## src/rtl/i2c_ball_pkg.sv

```systemverilog
// i2c_ball_pkg
// Shared definitions for the ball hand-off I2C target: FSM state encoding,
// number of ball registers, default bus address and the byte-index names
// that map frame byte positions onto the game controller registers.
package i2c_ball_pkg;

  localparam int NUM_BALL_REGS = 6;

  localparam logic [6:0] DEFAULT_SLAVE_ADDR = 7'h12;

  // Position of each ball field inside the write frame
  localparam int IDX_Y0        = 0;
  localparam int IDX_Y1        = 1;
  localparam int IDX_YSPEED    = 2;
  localparam int IDX_GRAVITY   = 3;
  localparam int IDX_BALLSPEED = 4;
  localparam int IDX_WIN       = 5;

  typedef enum logic [2:0] {
    S_IDLE      = 3'd0,
    S_ADDR      = 3'd1,
    S_ADDR_ACK  = 3'd2,
    S_RX_BYTE   = 3'd3,
    S_RX_ACK    = 3'd4,
    S_TX_BYTE   = 3'd5,
    S_TX_ACK    = 3'd6,
    S_WAIT_STOP = 3'd7
  } i2c_state_e;

endpackage

```

## src/rtl/i2c_line_sync.sv

```systemverilog
// i2c_line_sync
// Brings the raw SCL/SDA pin levels into the clk_25MHZ domain and derives
// the bus events the protocol FSM needs. All outputs are registered, so an
// event appears SYNC_STAGES+1 clocks after the pin edge.
//
// Ports:
//   clk_25MHZ  in   system clock
//   reset_n    in   asynchronous active-low reset
//   scl_in     in   raw SCL pin
//   sda_in     in   raw SDA pin
//   scl_rise   out  one-clock pulse on a synchronized SCL rising edge
//   scl_fall   out  one-clock pulse on a synchronized SCL falling edge
//   sda_s      out  synchronized SDA, aligned with the pulses above
//   start_det  out  one-clock pulse: SDA fell while SCL high
//   stop_det   out  one-clock pulse: SDA rose while SCL high
module i2c_line_sync #(
  parameter int SYNC_STAGES = 2
) (
  input  logic clk_25MHZ,
  input  logic reset_n,
  input  logic scl_in,
  input  logic sda_in,
  output logic scl_rise,
  output logic scl_fall,
  output logic sda_s,
  output logic start_det,
  output logic stop_det
);

  logic [SYNC_STAGES-1:0] scl_sync;
  logic [SYNC_STAGES-1:0] sda_sync;
  logic                   scl_d;
  logic                   sda_d;
  logic                   scl_now;
  logic                   sda_now;

  assign scl_now = scl_sync[SYNC_STAGES-1];
  assign sda_now = sda_sync[SYNC_STAGES-1];

  // Synchronizer chains plus one history flop per line. Everything resets to
  // the idle-bus level (high) so leaving reset never fakes a START or STOP.
  always_ff @(posedge clk_25MHZ or negedge reset_n) begin
    if (!reset_n) begin
      scl_sync  <= '1;
      sda_sync  <= '1;
      scl_d     <= 1'b1;
      sda_d     <= 1'b1;
      sda_s     <= 1'b1;
      scl_rise  <= 1'b0;
      scl_fall  <= 1'b0;
      start_det <= 1'b0;
      stop_det  <= 1'b0;
    end else begin
      scl_sync  <= {scl_sync[SYNC_STAGES-2:0], scl_in};
      sda_sync  <= {sda_sync[SYNC_STAGES-2:0], sda_in};
      scl_d     <= scl_now;
      sda_d     <= sda_now;
      sda_s     <= sda_now;
      scl_rise  <= scl_now & ~scl_d;
      scl_fall  <= ~scl_now & scl_d;
      // SCL must be high on both samples so an SDA change that coincides
      // with an SCL edge is never taken as START/STOP
      start_det <= scl_now & scl_d & ~sda_now & sda_d;
      stop_det  <= scl_now & scl_d & sda_now & ~sda_d;
    end
  end

endmodule

```

## src/rtl/i2c_ball_slave.sv

```systemverilog
// i2c_ball_slave
// Receive-side I2C target for the two-board ball hand-off. Decodes the write
// frame from the opposing board, collects six ball bytes into a shadow copy
// and commits them to the controller-facing registers on a clean STOP.
// is_slave_done stays high until the controller answers with responsing_i2c;
// while it is high, new write frames are refused at the address byte.
//
// Optional feature: define I2C_READBACK_EN to let the master read the
// committed registers back (R/W=1), pointer starting at register 0 and
// wrapping after register 5. Without it, read addresses are NACKed.
//
// Ports:
//   clk_25MHZ            in   system clock (only clock)
//   reset_n              in   asynchronous active-low reset
//   scl_in, sda_in       in   raw bus pin levels
//   sda_oe               out  1 = pull SDA low
//   slv_reg0..5          out  committed ball bytes (y0, y1, Yspeed, gravity,
//                             ball speed, win flag)
//   is_slave_done        out  frame committed, waiting for acknowledge
//   responsing_i2c       in   controller acknowledge of is_slave_done
//   frame_error          out  one-clock pulse when a write frame is discarded
module i2c_ball_slave
  import i2c_ball_pkg::*;
#(
  parameter logic [6:0] SLAVE_ADDR  = DEFAULT_SLAVE_ADDR,
  parameter int         SYNC_STAGES = 2
) (
  input  logic              clk_25MHZ,
  input  logic              reset_n,
  input  logic              scl_in,
  input  logic              sda_in,
  output logic              sda_oe,
  output logic        [7:0] slv_reg0_y0,
  output logic        [7:0] slv_reg1_y1,
  output logic signed [7:0] slv_reg2_Yspeed,
  output logic        [7:0] slv_reg3_gravity,
  output logic        [7:0] slv_reg4_ballspeed,
  output logic        [7:0] slv_reg5_win_flag,
  output logic              is_slave_done,
  input  logic              responsing_i2c,
  output logic              frame_error
);

  localparam logic [2:0] IDLE      = S_IDLE;
  localparam logic [2:0] ADDR      = S_ADDR;
  localparam logic [2:0] ADDR_ACK  = S_ADDR_ACK;
  localparam logic [2:0] RX_BYTE   = S_RX_BYTE;
  localparam logic [2:0] RX_ACK    = S_RX_ACK;
  localparam logic [2:0] WAIT_STOP = S_WAIT_STOP;
`ifdef I2C_READBACK_EN
  localparam logic [2:0] TX_BYTE   = S_TX_BYTE;
  localparam logic [2:0] TX_ACK    = S_TX_ACK;
`endif

  localparam logic [2:0] FULL_IDX = 3'(NUM_BALL_REGS);

  logic       scl_rise;
  logic       scl_fall;
  logic       sda_s;
  logic       start_det;
  logic       stop_det;

  logic [2:0] state;
  logic [2:0] bit_cnt;
  logic [7:0] shift_q;
  logic       byte_full;
  logic [2:0] byte_idx;
  logic [7:0] shadow [NUM_BALL_REGS];
  logic [7:0] regs   [NUM_BALL_REGS];
  logic       frame_write;
  logic       frame_bad;
  logic       sda_oe_q;
  logic       done_q;
  logic       frame_error_q;
  logic       addr_match;
  logic       commit_ok;

`ifdef I2C_READBACK_EN
  logic       addr_is_read;
  logic [2:0] tx_ptr;
  logic [2:0] tx_next;
  logic [7:0] tx_shift;
  logic       master_ack;

  assign tx_next = (tx_ptr == FULL_IDX - 3'd1) ? 3'd0 : tx_ptr + 3'd1;
`endif

  i2c_line_sync #(
    .SYNC_STAGES(SYNC_STAGES)
  ) u_line_sync (
    .clk_25MHZ(clk_25MHZ),
    .reset_n  (reset_n),
    .scl_in   (scl_in),
    .sda_in   (sda_in),
    .scl_rise (scl_rise),
    .scl_fall (scl_fall),
    .sda_s    (sda_s),
    .start_det(start_det),
    .stop_det (stop_det)
  );

  assign addr_match = (shift_q[7:1] == SLAVE_ADDR);

  // A write frame is only worth committing when exactly six bytes arrived
  // and nothing was NACKed along the way
  assign commit_ok = frame_write && (byte_idx == FULL_IDX) && !frame_bad;

  // Protocol FSM. Bits are shifted in on SCL rise; every decision that moves
  // sda_oe waits for the following SCL fall, so the line only ever changes
  // while SCL is low. START and STOP override whatever the FSM was doing.
  always_ff @(posedge clk_25MHZ or negedge reset_n) begin
    if (!reset_n) begin
      state       <= IDLE;
      bit_cnt     <= 3'd0;
      shift_q     <= 8'd0;
      byte_full   <= 1'b0;
      byte_idx    <= 3'd0;
      frame_write <= 1'b0;
      frame_bad   <= 1'b0;
      sda_oe_q    <= 1'b0;
      for (int i = 0; i < NUM_BALL_REGS; i++) shadow[i] <= 8'd0;
`ifdef I2C_READBACK_EN
      addr_is_read <= 1'b0;
      tx_ptr       <= 3'd0;
      tx_shift     <= 8'd0;
      master_ack   <= 1'b0;
`endif
    end else if (start_det) begin
      state       <= ADDR;
      bit_cnt     <= 3'd0;
      byte_full   <= 1'b0;
      byte_idx    <= 3'd0;
      frame_write <= 1'b0;
      frame_bad   <= 1'b0;
      sda_oe_q    <= 1'b0;
      for (int i = 0; i < NUM_BALL_REGS; i++) shadow[i] <= 8'd0;
    end else if (stop_det) begin
      state       <= IDLE;
      bit_cnt     <= 3'd0;
      byte_full   <= 1'b0;
      frame_write <= 1'b0;
      frame_bad   <= 1'b0;
      sda_oe_q    <= 1'b0;
    end else begin
      case (state)
        ADDR, RX_BYTE: begin
          if (scl_rise && !byte_full) begin
            shift_q <= {shift_q[6:0], sda_s};
            bit_cnt <= bit_cnt + 3'd1;
            if (bit_cnt == 3'd7) byte_full <= 1'b1;
          end else if (scl_fall && byte_full) begin
            byte_full <= 1'b0;
            if (state == ADDR) begin
              // Busy (done still set) refuses writes so an unacknowledged
              // frame can never be overwritten
              if (addr_match && !shift_q[0] && !done_q) begin
                sda_oe_q    <= 1'b1;
                frame_write <= 1'b1;
                state       <= ADDR_ACK;
`ifdef I2C_READBACK_EN
                addr_is_read <= 1'b0;
              end else if (addr_match && shift_q[0]) begin
                sda_oe_q     <= 1'b1;
                addr_is_read <= 1'b1;
                state        <= ADDR_ACK;
`endif
              end else begin
                state <= WAIT_STOP;
              end
            end else if (byte_idx < FULL_IDX) begin
              shadow[byte_idx] <= shift_q;
              byte_idx         <= byte_idx + 3'd1;
              sda_oe_q         <= 1'b1;
              state            <= RX_ACK;
            end else begin
              frame_bad <= 1'b1;
              state     <= WAIT_STOP;
            end
          end
        end

        ADDR_ACK: begin
          if (scl_fall) begin
            bit_cnt <= 3'd0;
`ifdef I2C_READBACK_EN
            if (addr_is_read) begin
              // First data bit goes out on the same fall that ends the ACK
              tx_ptr   <= 3'd0;
              sda_oe_q <= ~regs[0][7];
              tx_shift <= {regs[0][6:0], 1'b0};
              state    <= TX_BYTE;
            end else begin
              sda_oe_q <= 1'b0;
              state    <= RX_BYTE;
            end
`else
            sda_oe_q <= 1'b0;
            state    <= RX_BYTE;
`endif
          end
        end

        RX_ACK: begin
          if (scl_fall) begin
            sda_oe_q <= 1'b0;
            bit_cnt  <= 3'd0;
            state    <= RX_BYTE;
          end
        end

`ifdef I2C_READBACK_EN
        TX_BYTE: begin
          if (scl_fall) begin
            if (bit_cnt == 3'd7) begin
              sda_oe_q <= 1'b0;
              bit_cnt  <= 3'd0;
              state    <= TX_ACK;
            end else begin
              sda_oe_q <= ~tx_shift[7];
              tx_shift <= {tx_shift[6:0], 1'b0};
              bit_cnt  <= bit_cnt + 3'd1;
            end
          end
        end

        TX_ACK: begin
          if (scl_rise) begin
            master_ack <= ~sda_s;
          end else if (scl_fall) begin
            if (master_ack) begin
              tx_ptr   <= tx_next;
              sda_oe_q <= ~regs[tx_next][7];
              tx_shift <= {regs[tx_next][6:0], 1'b0};
              bit_cnt  <= 3'd0;
              state    <= TX_BYTE;
            end else begin
              state <= WAIT_STOP;
            end
          end
        end
`endif

        IDLE, WAIT_STOP: begin
          state <= state;
        end

        default: begin
          state    <= IDLE;
          sda_oe_q <= 1'b0;
        end
      endcase
    end
  end

  // Commit / handshake. Runs on the clock stop_det is high, so registers and
  // done move one clock after STOP detection. A commit on the same clock as
  // an acknowledge wins, so the new frame is never lost.
  always_ff @(posedge clk_25MHZ or negedge reset_n) begin
    if (!reset_n) begin
      done_q        <= 1'b0;
      frame_error_q <= 1'b0;
      for (int i = 0; i < NUM_BALL_REGS; i++) regs[i] <= 8'd0;
    end else begin
      frame_error_q <= 1'b0;
      if (stop_det && commit_ok) begin
        for (int i = 0; i < NUM_BALL_REGS; i++) regs[i] <= shadow[i];
        done_q <= 1'b1;
      end else begin
        if (stop_det && frame_write && (byte_idx != 3'd0 || frame_bad)) begin
          frame_error_q <= 1'b1;
        end
        if (responsing_i2c) done_q <= 1'b0;
      end
    end
  end

  assign sda_oe             = sda_oe_q;
  assign is_slave_done      = done_q;
  assign frame_error        = frame_error_q;
  assign slv_reg0_y0        = regs[IDX_Y0];
  assign slv_reg1_y1        = regs[IDX_Y1];
  assign slv_reg2_Yspeed    = regs[IDX_YSPEED];
  assign slv_reg3_gravity   = regs[IDX_GRAVITY];
  assign slv_reg4_ballspeed = regs[IDX_BALLSPEED];
  assign slv_reg5_win_flag  = regs[IDX_WIN];

endmodule

```

## config.mk

```make
export PLATFORM = sky130hd
export DESIGN_NAME = i2c_ball_slave
export DESIGN_NICKNAME = d
export VERILOG_FILES = /design/src/rtl/i2c_ball_pkg.sv /design/src/rtl/i2c_line_sync.sv /design/src/rtl/i2c_ball_slave.sv
export SDC_FILE = /design/constraint.sdc
export NUM_CORES = 1
export LEC_CHECK = 0
export ABC_AREA = 1
export BUFFER_PORTS_ARGS = -buffer_cell sky130_fd_sc_hd__buf_2
export CORE_MARGIN = 2
export CORE_UTILIZATION = 43
export DETAILED_ROUTE_END_ITERATION = 8
export HOLD_SLACK_MARGIN = 0.03
export PLACE_DENSITY = 0.62
export SYNTH_ARGS = -nofsm -noshare
export SYNTH_HDL_FRONTEND = slang
export SYNTH_SLANG_ARGS = --single-unit
```

## constraint.sdc

```tcl
create_clock -name clk_25MHZ -period 5.1 [get_ports clk_25MHZ]
set_input_delay 1.02 -clock clk_25MHZ [delete_from_list [all_inputs] [get_ports clk_25MHZ]]
set_output_delay 1.02 -clock clk_25MHZ [all_outputs]
set_load 0.05 [all_outputs]
```

* Word-level counts from Yosys, hierarchy flattened *
Cells that the tools add are included.

storage, ports and cells
  latch bits = 0
  output and inout port bits = 51
  register bits after elaboration = 129
  RAM bits = 0
  bits in read-only memories = 0
  memories kept = 0
  bits of input ports = 5

operators by class
  bitwise gates (word level) = 14
  $add $sub $neg = 2
  equal/unequal tests = 22
  shifts and indexed selects = 0
  reductions and logical operators = 38
  muxes and demuxes = 63
  $lt $le $gt $ge = 3
  $mul = 0
  divide/modulo/power cells = 0

operators by type and width
  operator                                                count
  2-to-1 mux 48 bit                                       7
  2-to-1 mux 3 bit                                        18
  bitwise mux 48 bit                                      1
  2-to-1 mux 1 bit                                        31
  demux 8 bit (select 3 bit)                              1
  nonzero test 3 bit                                      5
  equality test 3 bit (second input constant)             4
  inequality test 3 x 1 -> 1 bit (second input constant)  4
  inequality test 4 x 2 -> 1 bit (second input constant)  3
  AND reduction 6 bit                                     2
  logical AND 1 bit                                       10
  inequality test 5 x 3 -> 1 bit (second input constant)  2
  AND reduction 5 bit                                     2
  one-hot mux 3 bit (3 select lines)                      1
  2-to-1 mux 8 bit                                        1
  inequality test 4 x 1 -> 1 bit (second input constant)  2
  AND reduction 4 bit                                     2
  nonzero test 2 bit                                      4
  nonzero test 4 bit                                      2
  bitwise AND 1 bit                                       7
  equality test 7 x 5 -> 1 bit (second input constant)    1
  adder 3 x 1 -> 3 bit (second input constant)            2
  equality test 3 x 2 -> 1 bit (second input constant)    2
  inequality test 2 x 1 -> 1 bit (second input constant)  3
  14 further kinds                                        25

* Depth between registers and ports, before layout *
  depth in word-level cells = 13
  depth in mapped cells = 9
  depth with buffers taken out = 9

* Cells and area by module *
A second synthesis with hierarchy kept.

second synthesis, totals
  cells, all modules = 604
  area total of the unflattened synthesis = 5,382.7 sq um

modules (own cells, without submodules)
  module          cells an instance  seq. area each (sq um)  area each (sq um)  times used
  i2c_ball_slave  583                2,977.9                 5,083.6            1
  i2c_line_sync   21                 257.7                   299.0              1

* Worst setup path before layout *
Ideal clock, no wire load.

  kind = reg-to-reg
  start point = reg byte_idx[0]
  end point = reg regs (netlist bit slv_reg0_y0[0])
  slack = 3,376 ps
  cell stages (with the launch flop) = 9
  data arrival time = 1,658 ps
  period minus slack after synthesis = 1,724 ps
  required time = 5,034 ps
  buffers on the path = 2
  cell sequence = dfrtp_1 -> inv_1 -> ha_1 -> nand4_1 -> inv_1 -> clkbuf_1 -> buf_1 -> nand2_1 -> nand2_1

on the way
  cells in the longest elaborated chain, start to end = 4

ends and longest elaborated chain
  element                          line                   source
  from (decl)                      i2c_ball_slave.sv:67   logic [2:0] byte_idx;
  from (signal assigned)           i2c_ball_slave.sv:172  byte_idx <= byte_idx + 3'd1;
  equality test 3 bit              i2c_ball_slave.sv:106  assign commit_ok = frame_write && (byte_idx == FULL_IDX) && !frame_bad;
  logical AND 1 bit (2 in series)  i2c_ball_slave.sv:106
  logical AND 1 bit                i2c_ball_slave.sv:265  if (stop_det && commit_ok) begin
  to (decl)                        i2c_ball_slave.sv:69   logic [7:0] regs [NUM_BALL_REGS];

No other way between the ends.
A chain may end at the register's enable or synchronous reset.

* Worst setup path in the final report *
  start point = reg done_q, in the netlist is_slave_done
  end point = out is_slave_done

RTL lines
  element                 line                   source
  from (decl)             i2c_ball_slave.sv:73   logic done_q;
  from (signal assigned)  i2c_ball_slave.sv:260  done_q <= 1'b0;
  from (signal assigned)  i2c_ball_slave.sv:267  done_q <= 1'b1;
  from (signal assigned)  i2c_ball_slave.sv:272  if (responsing_i2c) done_q <= 1'b0;
  to (decl)               i2c_ball_slave.sv:39   output logic is_slave_done,

No word-level cell between the ends.

==> flow_summary.json <==
{
  "fp.dieArea_um2": 13200,
  "p_switching_mw": 0.771,
  "drv_cap": 0,
  "clock-root-buffer": "clkbuf_16",
  "internal-power_mw": 1.98,
  "grt_use_total": 0.178,
  "synth_warnings": 0,
  "fin_ws_ps": 3030,
  "path_clk_slew_ps": 50,
  "port_buffers": 55,
  "crit_arrival_ps": 1050,
  "syn-cell-area_um2": 5290,
  "yosys_register_bits": 129,
  "grt_use_met3": 0.0611,
  "slew_headroom": 0.510,
  "areaGrowthSynthToFinish_pct": 18.3,
  "post-cts-setup-buffers": 0,
  "worstPathCellList": "buf_2",
  "grt_pass1_vias": 3753,
  "clock_skew_ps": 9.48,
  "num-nets-final": 637,
  "end_kind": "output pin",
  "htree_levels": 4,
  "fp.dieW_um": 115,
  "synthTopCellsByArea": "dfrtp_1, nand2_1, nand3_1, o21ai_1, dfstp_2",
  "row_count": 40,
  "start_util": 0.441,
  "cts_tree": "yes",
  "drt_iter0_markers": 285,
  "crit_type": "flop to output pin",
  "hold_path_class": "flop to flop",
  "clockPowerShare": 0.437,
  "synthCells": 571,
  "leakage_nw": 3.39,
  "cts.repair.resized": 0,
  "vias": 3883,
  "hpwl_mm": 6.94,
  "placed_area_um2": 5660,
  "required_ps": 4080,
  "drt_first_pass_iters": 5,
  "worstMarginPinSlew_ps": 735,
  "clock-sinks": 129,
  "path_delay_family": "flip-flops",
  "hold_buffers": 0,
  "grt_pass1_wl_mm": 18.1,
  "finalInstanceArea_um2": 6260,
  "grtUsageMet2": 0.284,
  "hold_viol": 0,
  "timing.final.crit_period_ps": 2070,
  "grt_util_met1": 0.227,
  "drc": 0,
  "final_antenna_net_count": 0,
  "rsz0062_at_grt": "false",
  "crit_path_start_kind": "flop",
  "seq_power_share": 0.415,
  "ys_seq_area_frac": 0.611,
  "synth_nets": 581,
  "clk_latency_ps": 410,
  "clockBufferDepth": 2,
  "grt_start_max_net_pins": 61,
  "diodes": 0,
  "ios": 56,
  "power_mw": 2.75,
  "power_density_nw_per_um2": 438,
  "globalplace.congestion": 0.806,
  "wl_per_cell_um": 13.8,
  "min_period_over_period": 0.406,
  "drive_above_1_share": 0.186,
  "fmax_mhz": 483,
  "pwr-share-comb": 0.147,
  "synth_top_area_share": 0.581,
  "cp_slowest_cell": "dfrtp_1",
  "path_buf_inv": 1,
  "yosys.area.top_type": "dfrtp_1",
  "drv_slew": 0,
  "core_area_um2": 12000,
  "switching_share": 0.281,
  "setup_viol": 0,
  "numCtsBuffers": 17,
  "dieHeight_um": 115,
  "outcome": "finished, final reports clean",
  "pre_cts_slack_ps": 2910,
  "drt_wl_total_mm": 10.9,
  "worst-path-max-fanout": 3,
  "grt.busiest_layer": "met2",
  "routed_via_density": 4.93,
  "grt_overflow_total": 0,
  "max_stage_delay_ps": 370,
  "ir_drop_v": 0.000230,
  "syn_area_per_cell_um2": 9.27,
  "antenna_found_initial": 0,
  "yosysUniqueCellTypes": 28,
  "fin_setup_tns_ps": 0
}
cell type report:
type / count / area [um2]
clock buffers: 24 / 502
clock inverters: 8 / 101
fillers: 1131 / 5750
inverters: 31 / 116
multi-input cells: 388 / 1810
flip-flops and latches: 129 / 3240
well taps: 147 / 184
repair buffers: 60 / 315
cells by family (layout without fill, tap and decap cells):
family / Yosys count / count (layout) / synth area share
adders and majority gates: 5 / 5 / 0.0118
AOI/OAI and AO/OA: 72 / 72 / 0.0759
DFF: 129 / 129 / 0.611
and+or+nand+nor: 311 / 311 / 0.254
buffers and inverters: 54 / 123 / 0.0468
through the flow:
stage,utilization,instances,hold WS [ps]
final,0.522,787,355
after global routing,0.522,787,357
after CTS,0.522,787,355
after detailed placement,0.471,755,348
after global placement,0.471,755,346
after floorplan,-,571,345
registers in the layout, indices dropped and copies added (netlist names), 2 cells and up:
register and cells:
slv_reg0_y0 8, slv_reg4_ballspeed 8, state 3, u_line_sync.sda_sync 2, slv_reg5_win_flag 8, u_line_sync.scl_sync 2, slv_reg1_y1 8, slv_reg2_Yspeed 8
slv_reg3_gravity 8, bit_cnt 3, shadow 48, byte_idx 3, shift_q 8
cell usage in the layout, fill, tap and decap left out, types with 5 or more instances in the layout:
cell type and n:
a21oi_1 6, buf_2 54, buf_4 6, clkbuf_16 17, clkbuf_8 5, dfrtp_1 123
dfstp_2 6, ha_1 5, inv_1 30, nand2_1 204, nand2_4 6, nand3_1 53
nor2_1 33, o21ai_0 17, o21ai_1 37, o21ai_2 8
routing by layer:
| metal | share of wire | up-vias |
|---|---|---|
| met4 | 0.014 | 0 |
| li1 | - | 1957 |
| met2 | 0.48 | 76 |
| met3 | 0.040 | 11 |
| met1 | 0.46 | 1839 |
| met5 | 0 | - |
Yosys cell counts:
cell	n
a311oi_1	1
nor2_4	1
dfrtp_1	123
o21ai_1	37
a21oi_1	6
nand2_4	6
nand2_2	2
ha_1	5
nor3b_1	1
nand3_1	53
nand2_1	204
o21a_1	1
a21boi_0	1
o21ai_2	8
clkbuf_1	11
nand4_1	3
dfstp_2	6
nor2_1	33
inv_2	1
buf_6	6
buf_1	6
nor3_4	1
nor3_1	2
o21bai_1	1
o21ai_0	17
inv_1	30
nand3b_1	1
nand3_2	4
power by group through the flow:
stage / logic (mW) / clock network (mW) / registers (mW)
2_1_floorplan: 0.275 / 0 / 1.15
6_report: 0.404 / 1.20 / 1.14
4_1_cts: 0.413 / 1.23 / 1.14
3_3_place_gp: 0.401 / 0 / 1.15
5_1_grt: 0.472 / 1.27 / 1.15
3_5_place_dp: 0.410 / 0 / 1.16
path summary, 6_finish.rpt:
kind | slack [ps] | endpoint | start | depth (start not counted)
min in group asynchronous | 670 | slv_reg1_y1[2] | reset_n | 1
worst max-delay path | 3030 | is_slave_done | is_slave_done | 1
max in group asynchronous | 3420 | shadow[43] | reset_n | 2
worst max register to register | 3150 | shadow[41] | state[0] | 7
worst min-delay path | 350 | u_line_sync.sda_sync[1] | u_line_sync.sda_sync[0] | 0
worst min register to register | 350 | u_line_sync.sda_sync[1] | u_line_sync.sda_sync[0] | 0
(Power assumes the default switching activity.)
